==> src/rtl/text_term_pkg.sv <==
// Shared constants for the UART text terminal: screen geometry, control characters,
// the dump FSM encoding and the printable-character filter.
package text_term_pkg;

    localparam int TERM_COLS = 32;
    localparam int TERM_ROWS = 4;

    localparam logic [7:0] ASCII_CR    = 8'h0D;
    localparam logic [7:0] ASCII_LF    = 8'h0A;
    localparam logic [7:0] ASCII_SPACE = 8'h20;
    localparam logic [7:0] ASCII_DEL   = 8'h7F;

    localparam logic [2:0] ST_IDLE = 3'd0;
    localparam logic [2:0] ST_ADDR = 3'd1;
    localparam logic [2:0] ST_WAIT = 3'd2;
    localparam logic [2:0] ST_LOAD = 3'd3;
    localparam logic [2:0] ST_SEND = 3'd4;
    localparam logic [2:0] ST_CR   = 3'd5;
    localparam logic [2:0] ST_LF   = 3'd6;
    localparam logic [2:0] ST_FIN  = 3'd7;

    // Control codes, DEL and anything with bit 7 set would upset a host terminal.
    function automatic logic [7:0] printable(input logic [7:0] c);
        if (c < ASCII_SPACE || c == ASCII_DEL || c[7]) begin
            return ASCII_SPACE;
        end
        return c;
    endfunction

endpackage

==> src/rtl/uart_tx_core.sv <==
// UART 8N1 serializer: one start bit, eight data bits LSB first, one stop bit,
// each CLKS_PER_BIT cycles long.
module uart_tx_core #(
    parameter int CLKS_PER_BIT = 10416
) (
    input  logic       clk,
    input  logic       reset,
    input  logic       send,
    input  logic [7:0] data,
    output logic       tx,
    output logic       ready
);

    localparam int             CW       = $clog2(CLKS_PER_BIT + 1);
    localparam logic [CW-1:0]  CNT_LAST = CW'(CLKS_PER_BIT - 1);
    localparam logic [3:0]     BIT_STOP = 4'd9;

    logic          active_q, active_d;
    logic [CW-1:0] cnt_q, cnt_d;
    logic [3:0]    bit_q, bit_d;
    logic [7:0]    shift_q, shift_d;
    logic          tx_q, tx_d;
    logic          bit_end;
    logic          accept;

    assign bit_end = (cnt_q == CNT_LAST);
    // Ready during the final stop-bit cycle lets the next frame follow without losing a cycle;
    // the stop bit still runs its full length because the new start bit begins at the next edge.
    assign ready   = !active_q || (bit_q == BIT_STOP && bit_end);
    assign accept  = send && ready;
    assign tx      = tx_q;

    always_comb begin
        active_d = active_q;
        cnt_d    = cnt_q;
        bit_d    = bit_q;
        shift_d  = shift_q;
        tx_d     = tx_q;
        if (active_q) begin
            if (bit_end) begin
                cnt_d = '0;
                if (bit_q == BIT_STOP) begin
                    active_d = 1'b0;
                    tx_d     = 1'b1;
                end else begin
                    // Shifting in ones makes the bit after data bit 7 the stop bit.
                    bit_d   = bit_q + 4'd1;
                    tx_d    = shift_q[0];
                    shift_d = {1'b1, shift_q[7:1]};
                end
            end else begin
                cnt_d = cnt_q + CW'(1);
            end
        end
        if (accept) begin
            active_d = 1'b1;
            cnt_d    = '0;
            bit_d    = 4'd0;
            shift_d  = data;
            tx_d     = 1'b0;
        end
    end

    always_ff @(posedge clk or posedge reset) begin
        if (reset) begin
            active_q <= 1'b0;
            cnt_q    <= '0;
            bit_q    <= 4'd0;
            shift_q  <= 8'hFF;
            tx_q     <= 1'b1;
        end else begin
            active_q <= active_d;
            cnt_q    <= cnt_d;
            bit_q    <= bit_d;
            shift_q  <= shift_d;
            tx_q     <= tx_d;
        end
    end

endmodule

==> src/rtl/text_dump_tx.sv <==
// Screen-dump transmitter: walks the character RAM row by row, filters each byte to
// printable ASCII and sends it over UART, with CR/LF closing every row.
module text_dump_tx
    import text_term_pkg::*;
#(
    parameter int CLK_HZ = 100_000_000,
    parameter int BAUD   = 9600,
    parameter int COLS   = TERM_COLS,
    parameter int ROWS   = TERM_ROWS
) (
    input  logic       clk,
    input  logic       reset,
    input  logic       start,
    output logic [1:0] rd_row,
    output logic [4:0] rd_col,
    input  logic [7:0] rd_data,
    output logic       tx,
    output logic       busy,
    output logic       done
);

    localparam int         CLKS_PER_BIT = CLK_HZ / BAUD;
    localparam logic [4:0] COL_LAST     = 5'(COLS - 1);
    localparam logic [1:0] ROW_LAST     = 2'(ROWS - 1);
    // CR and LF idle for as many cycles as ADDR/WAIT/LOAD so every inter-frame gap matches.
    localparam logic [1:0] PAD_LAST     = 2'd2;

    logic [2:0] state_q, state_d;
    logic [1:0] row_q, row_d;
    logic [4:0] col_q, col_d;
    logic [1:0] pad_q, pad_d;
    logic       sent_q, sent_d;
    logic       tx_send;
    logic [7:0] tx_byte;
    logic       tx_ready;

    uart_tx_core #(
        .CLKS_PER_BIT(CLKS_PER_BIT)
    ) u_uart_tx_core (
        .clk  (clk),
        .reset(reset),
        .send (tx_send),
        .data (tx_byte),
        .tx   (tx),
        .ready(tx_ready)
    );

    assign rd_row = row_q;
    assign rd_col = col_q;
    assign busy   = (state_q != ST_IDLE) && (state_q != ST_FIN);
    assign done   = (state_q == ST_FIN);

    always_comb begin
        state_d = state_q;
        row_d   = row_q;
        col_d   = col_q;
        pad_d   = pad_q;
        sent_d  = sent_q;
        tx_send = 1'b0;
        tx_byte = printable(rd_data);
        case (state_q)
            ST_IDLE: begin
                if (start) begin
                    row_d   = 2'd0;
                    col_d   = 5'd0;
                    state_d = ST_ADDR;
                end
            end
            ST_ADDR: state_d = ST_WAIT;
            ST_WAIT: state_d = ST_LOAD;
            ST_LOAD: begin
                tx_send = 1'b1;
                state_d = ST_SEND;
            end
            ST_SEND: begin
                if (tx_ready) begin
                    pad_d  = 2'd0;
                    sent_d = 1'b0;
                    if (col_q != COL_LAST) begin
                        col_d   = col_q + 5'd1;
                        state_d = ST_ADDR;
                    end else begin
                        state_d = ST_CR;
                    end
                end
            end
            ST_CR, ST_LF: begin
                tx_byte = (state_q == ST_CR) ? ASCII_CR : ASCII_LF;
                if (!sent_q) begin
                    if (pad_q == PAD_LAST) begin
                        tx_send = 1'b1;
                        sent_d  = 1'b1;
                    end else begin
                        pad_d = pad_q + 2'd1;
                    end
                end else if (tx_ready) begin
                    pad_d  = 2'd0;
                    sent_d = 1'b0;
                    if (state_q == ST_CR) begin
                        state_d = ST_LF;
                    end else if (row_q != ROW_LAST) begin
                        row_d   = row_q + 2'd1;
                        col_d   = 5'd0;
                        state_d = ST_ADDR;
                    end else begin
                        state_d = ST_FIN;
                    end
                end
            end
            ST_FIN:  state_d = ST_IDLE;
            default: state_d = ST_IDLE;
        endcase
    end

    always_ff @(posedge clk or posedge reset) begin
        if (reset) begin
            state_q <= ST_IDLE;
            row_q   <= 2'd0;
            col_q   <= 5'd0;
            pad_q   <= 2'd0;
            sent_q  <= 1'b0;
        end else begin
            state_q <= state_d;
            row_q   <= row_d;
            col_q   <= col_d;
            pad_q   <= pad_d;
            sent_q  <= sent_d;
        end
    end

endmodule

==> config.mk <==
export PLATFORM = sky130hd
export DESIGN_NAME = text_dump_tx
export DESIGN_NICKNAME = d
export VERILOG_FILES = /design/src/rtl/text_term_pkg.sv /design/src/rtl/uart_tx_core.sv /design/src/rtl/text_dump_tx.sv
export SDC_FILE = /design/constraint.sdc
export NUM_CORES = 1
export LEC_CHECK = 0
export ABC_AREA = 1
export CAP_MARGIN = 40
export CELL_PAD_IN_SITES_DETAIL_PLACEMENT = 0
export CELL_PAD_IN_SITES_GLOBAL_PLACEMENT = 2
export CORE_AREA = 10 10 114 116
export DETAILED_ROUTE_END_ITERATION = 7
export DIE_AREA = 0 0 124 126
export GPL_TIMING_DRIVEN = 0
export PLACE_DENSITY = 0.71
export SYNTH_ARGS = -nofsm -noshare
export SYNTH_HDL_FRONTEND = slang
export SYNTH_SLANG_ARGS = --single-unit
==> constraint.sdc <==
create_clock -name clk -period 1.72 [get_ports clk]
set_clock_uncertainty 0.05 [all_clocks]
set_input_delay 0.172 -clock clk [delete_from_list [all_inputs] [get_ports clk]]
set_output_delay 0.172 -clock clk [all_outputs]
set_load 0.02 [all_outputs]
==> impl_results.md <==
* Die height at 126 µm
* HP Class: primary input to asynchronous set/reset pin
* Crit path max fanout at 3
* Pwr Total at 1.88 mW
* Max-Cap Viols at 0
* Die Span X at 124 µm
* Multi-input gate area at 0.00161 mm²
* Hold Slack at 66.6 ps
* Largest net degree at the start of global routing at 33
* Run status: complete, no violations
* Syn avg cell area at 7.25 µm²
* Nets at 448
* Final setup viols at 0
* Max Buffers Root-to-Sink at 2
* Clk pin slew, worst setup/hold paths at 90 ps
* Final min period at 1720 ps
* Yosys reg bits at 41
* GR Overflow Total at 0
* Hold_buf cts at 0
* Rows at 38
* Via Count at 2477
* Fin area at 0.00387 mm²
* Maximum vdd drop at 294 µV
* Post-synth cell types at 34
* Fmax at 582 MHz
* GRT Util Overall at 0.0947
* Die ar. at 0.0156 mm²
* # diodes at 0
* Placed inst area at 0.00300 mm²
* Clk_lat worst skew at 300 ps
* Initial core utilization at 0.244
* Post-synthesis cell type with the largest combined area: dfrtp_1
* Detailed Place HPWL at 4.92 mm
* Routed WL at 7.35 mm
* Post-route DRC at 0
* GP Congestion at 0.728
* TritonCTS clock tree: built
* DRT Pass-1 Iters at 4
* Post-synth EDFFs at 0
* Arrival time worst endpoint at 1840 ps
* Max Slew Vio Count at 0
* Leakage at 1.82 nW
* Main synth FF type: dfrtp_1
* Area growth, synth to finish at 48.5%
* Slew HR at 0.783
* CTS Sinks at 41
* Seq/Total Area, Yosys at 0.398
* Core ar. at 0.0107 mm²
* CTS Buf Count at 5
* Wire length per cell at 12.9 µm
* Synthesized area at 0.00261 mm²
* Proportion of layout cells with a drive suffix above 1 at 0.348
* Post-DRT Antenna Nets at 0
* Yosys top cell area share at 0.307
* Mapped Nets at 378
* Fraction of registers with async set/reset at 1.00
* Root buf cell: clkbuf_8
* Setup CP Type: register to register
* # H-tree levels at 2
* Worst-margin pin slew at 321 ps
* Vias in the first global route at 2429
* Synth area leaders: dfrtp_1 31%, nand2_1 17%, dfstp_2 9.1%, inv_1 5.9%, nand3_1 5.4%
* IO Pins at 21
* Setup repair after global routing missed its margin: yes
* Period utilization at 1.00
* Fillers at 1140
* Synthesized instance count at 360
* Register Area at 0.00104 mm²
* Synth warn at 0
* Final hold vios at 0
* Required time of the critical path at 1840 ps
* Crit start category: register
* Global-route wire length before repair at 12.0 mm
* Worst Setup End Kind: register
* Power per cell area at 486 mW/mm²
* Buffers on Ports at 20
* Initial antenna violation count at 0
* DR vias/cell at 4.34
* Detailed Route Iter0 Violations at 59
## layer usage
layer | global-route usage | routed length (µm)
met1 | 0.124 | 3360
met2 | 0.149 | 3620
met3 | 0.0250 | 295
met4 | 0.0271 | 76
met5 | 0 | 0
## logic make-up (layout without fill, tap and decap cells)
group           Yosys count  after routing  synth area share
simple gates            218            218             0.388
buf+inv                  52            123            0.0839
flops                    41             41             0.398
compound gates           33             33            0.0667
xor+xnor                  9              9            0.0302
fa+ha+maj                 7              7            0.0336
## metrics by stage
step / utilization / setup TNS [ps] / setup WS (ps) / cells
after floorplan: - / 0 / 28.2 / 360
after global placement: 0.279 / -28670 / -573 / 520
after detailed placement: 0.281 / -8310 / -352 / 521
after CTS: 0.331 / -602 / -89.0 / 558
after global routing: 0.362 / -2180 / -124 / 571
final: 0.362 / 0 / 0.714 / 571
## report_power, final
group          switching, mW  internal (mW)
Clock                  0.387          0.473
Combinational         0.0308         0.0279
Sequential                 0          0.964
## critical path, cell delays in order, from the launching register on
cell and delay [ps]:
dfrtp_1 400, ha_4 160, nand3_2 100, nor2_2 140, nand3_2 90, nand2_4 100, buf_6 120, inv_4 40
nand2_4 60, nand2_4 70, buf_6 130, xor2_1 130
## area by class of cell
type / count / share of cell area
plain buffers: 5 / 0.0178
clock buffers: 6 / 0.0213
clock inverters: 2 / 0.00969
inverters: 47 / 0.0520
multi-input cells: 267 / 0.417
flip-flops and latches: 41 / 0.269
well taps: 140 / 0.0452
repair buffers: 63 / 0.169
## state kept, by name, summed over array words and instances, names as in the netlist
name,flops
u_uart_tx_core.bit_q,4
u_uart_tx_core.shift_q,8
u_uart_tx_core.active_q,1
u_uart_tx_core.cnt_q,14
state_q,3
rd_row,2
u_uart_tx_core.tx,1
sent_q,1
rd_col,5
pad_q,2
## path summary, 6_finish.rpt
check	end	slack (ps)	startpoint	cells after the start
setup / recovery	state_q[0]	0.7	u_uart_tx_core.cnt_q[1]	11
hold / removal	rd_col[1]	70	reset	2
setup reg to reg	state_q[0]	0.7	u_uart_tx_core.cnt_q[1]	11
hold reg to reg	u_uart_tx_core.shift_q[2]	420	u_uart_tx_core.shift_q[2]	2
max in group asynchronous	u_uart_tx_core.shift_q[2]	1010	reset	3
min in group clk	u_uart_tx_core.shift_q[2]	420	u_uart_tx_core.shift_q[2]	2
## cell usage after synthesis, types with 3 or more instances
| master | number |
|---|---|
| nor2_1 | 31 |
| o21ai_0 | 22 |
| xor2_1 | 8 |
| dfrtp_1 | 32 |
| nand2_4 | 3 |
| and3_1 | 3 |
| inv_2 | 5 |
| nor2_4 | 3 |
| or2_1 | 3 |
| nor3_1 | 6 |
| a21oi_1 | 5 |
| inv_1 | 41 |
| ha_1 | 7 |
| or2_2 | 3 |
| nand2_1 | 117 |
| dfstp_2 | 9 |
| nand4_1 | 8 |
| nand2_2 | 6 |
| nand3_1 | 28 |
## placed cells by master, fill, tap and decap left out, types with 2 or more instances in the layout
cell,Yosys,routed
dfstp_2,9,9
nand4_1,8,8
buf_16,0,3
o21ai_0,22,10
ha_1,7,5
and3_4,0,2
a21oi_2,0,2
dfrtp_1,32,28
or2_2,3,2
nand3_4,1,2
o21ai_1,2,11
nand2_8,0,4
inv_1,41,34
nor2_4,3,6
nor2_2,2,8
buf_4,1,30
nor3_1,6,3
dfrtp_2,0,4
buf_12,0,4
nand3_1,28,21
nor3_2,0,3
nand2_4,3,7
or2_1,3,3
nor2_1,31,22
nand3_2,1,7
clkdlybuf4s50_1,0,17
o22ai_1,2,2
clkbuf_8,0,6
nand2_2,6,16
buf_6,2,9
xor2_1,8,8
o21ai_2,1,4
inv_2,5,9
a21oi_1,5,3
buf_8,0,2
nand2_1,117,99
inv_8,0,3
## timing repair
action                     in CTS  in global routing
pin swaps                      16                 32
cloned                          4                  0
setup buffers                  25                 13
resized for setup              46                 77
setup endpoints to repair      42                 40
(Power assumes the default switching activity.)
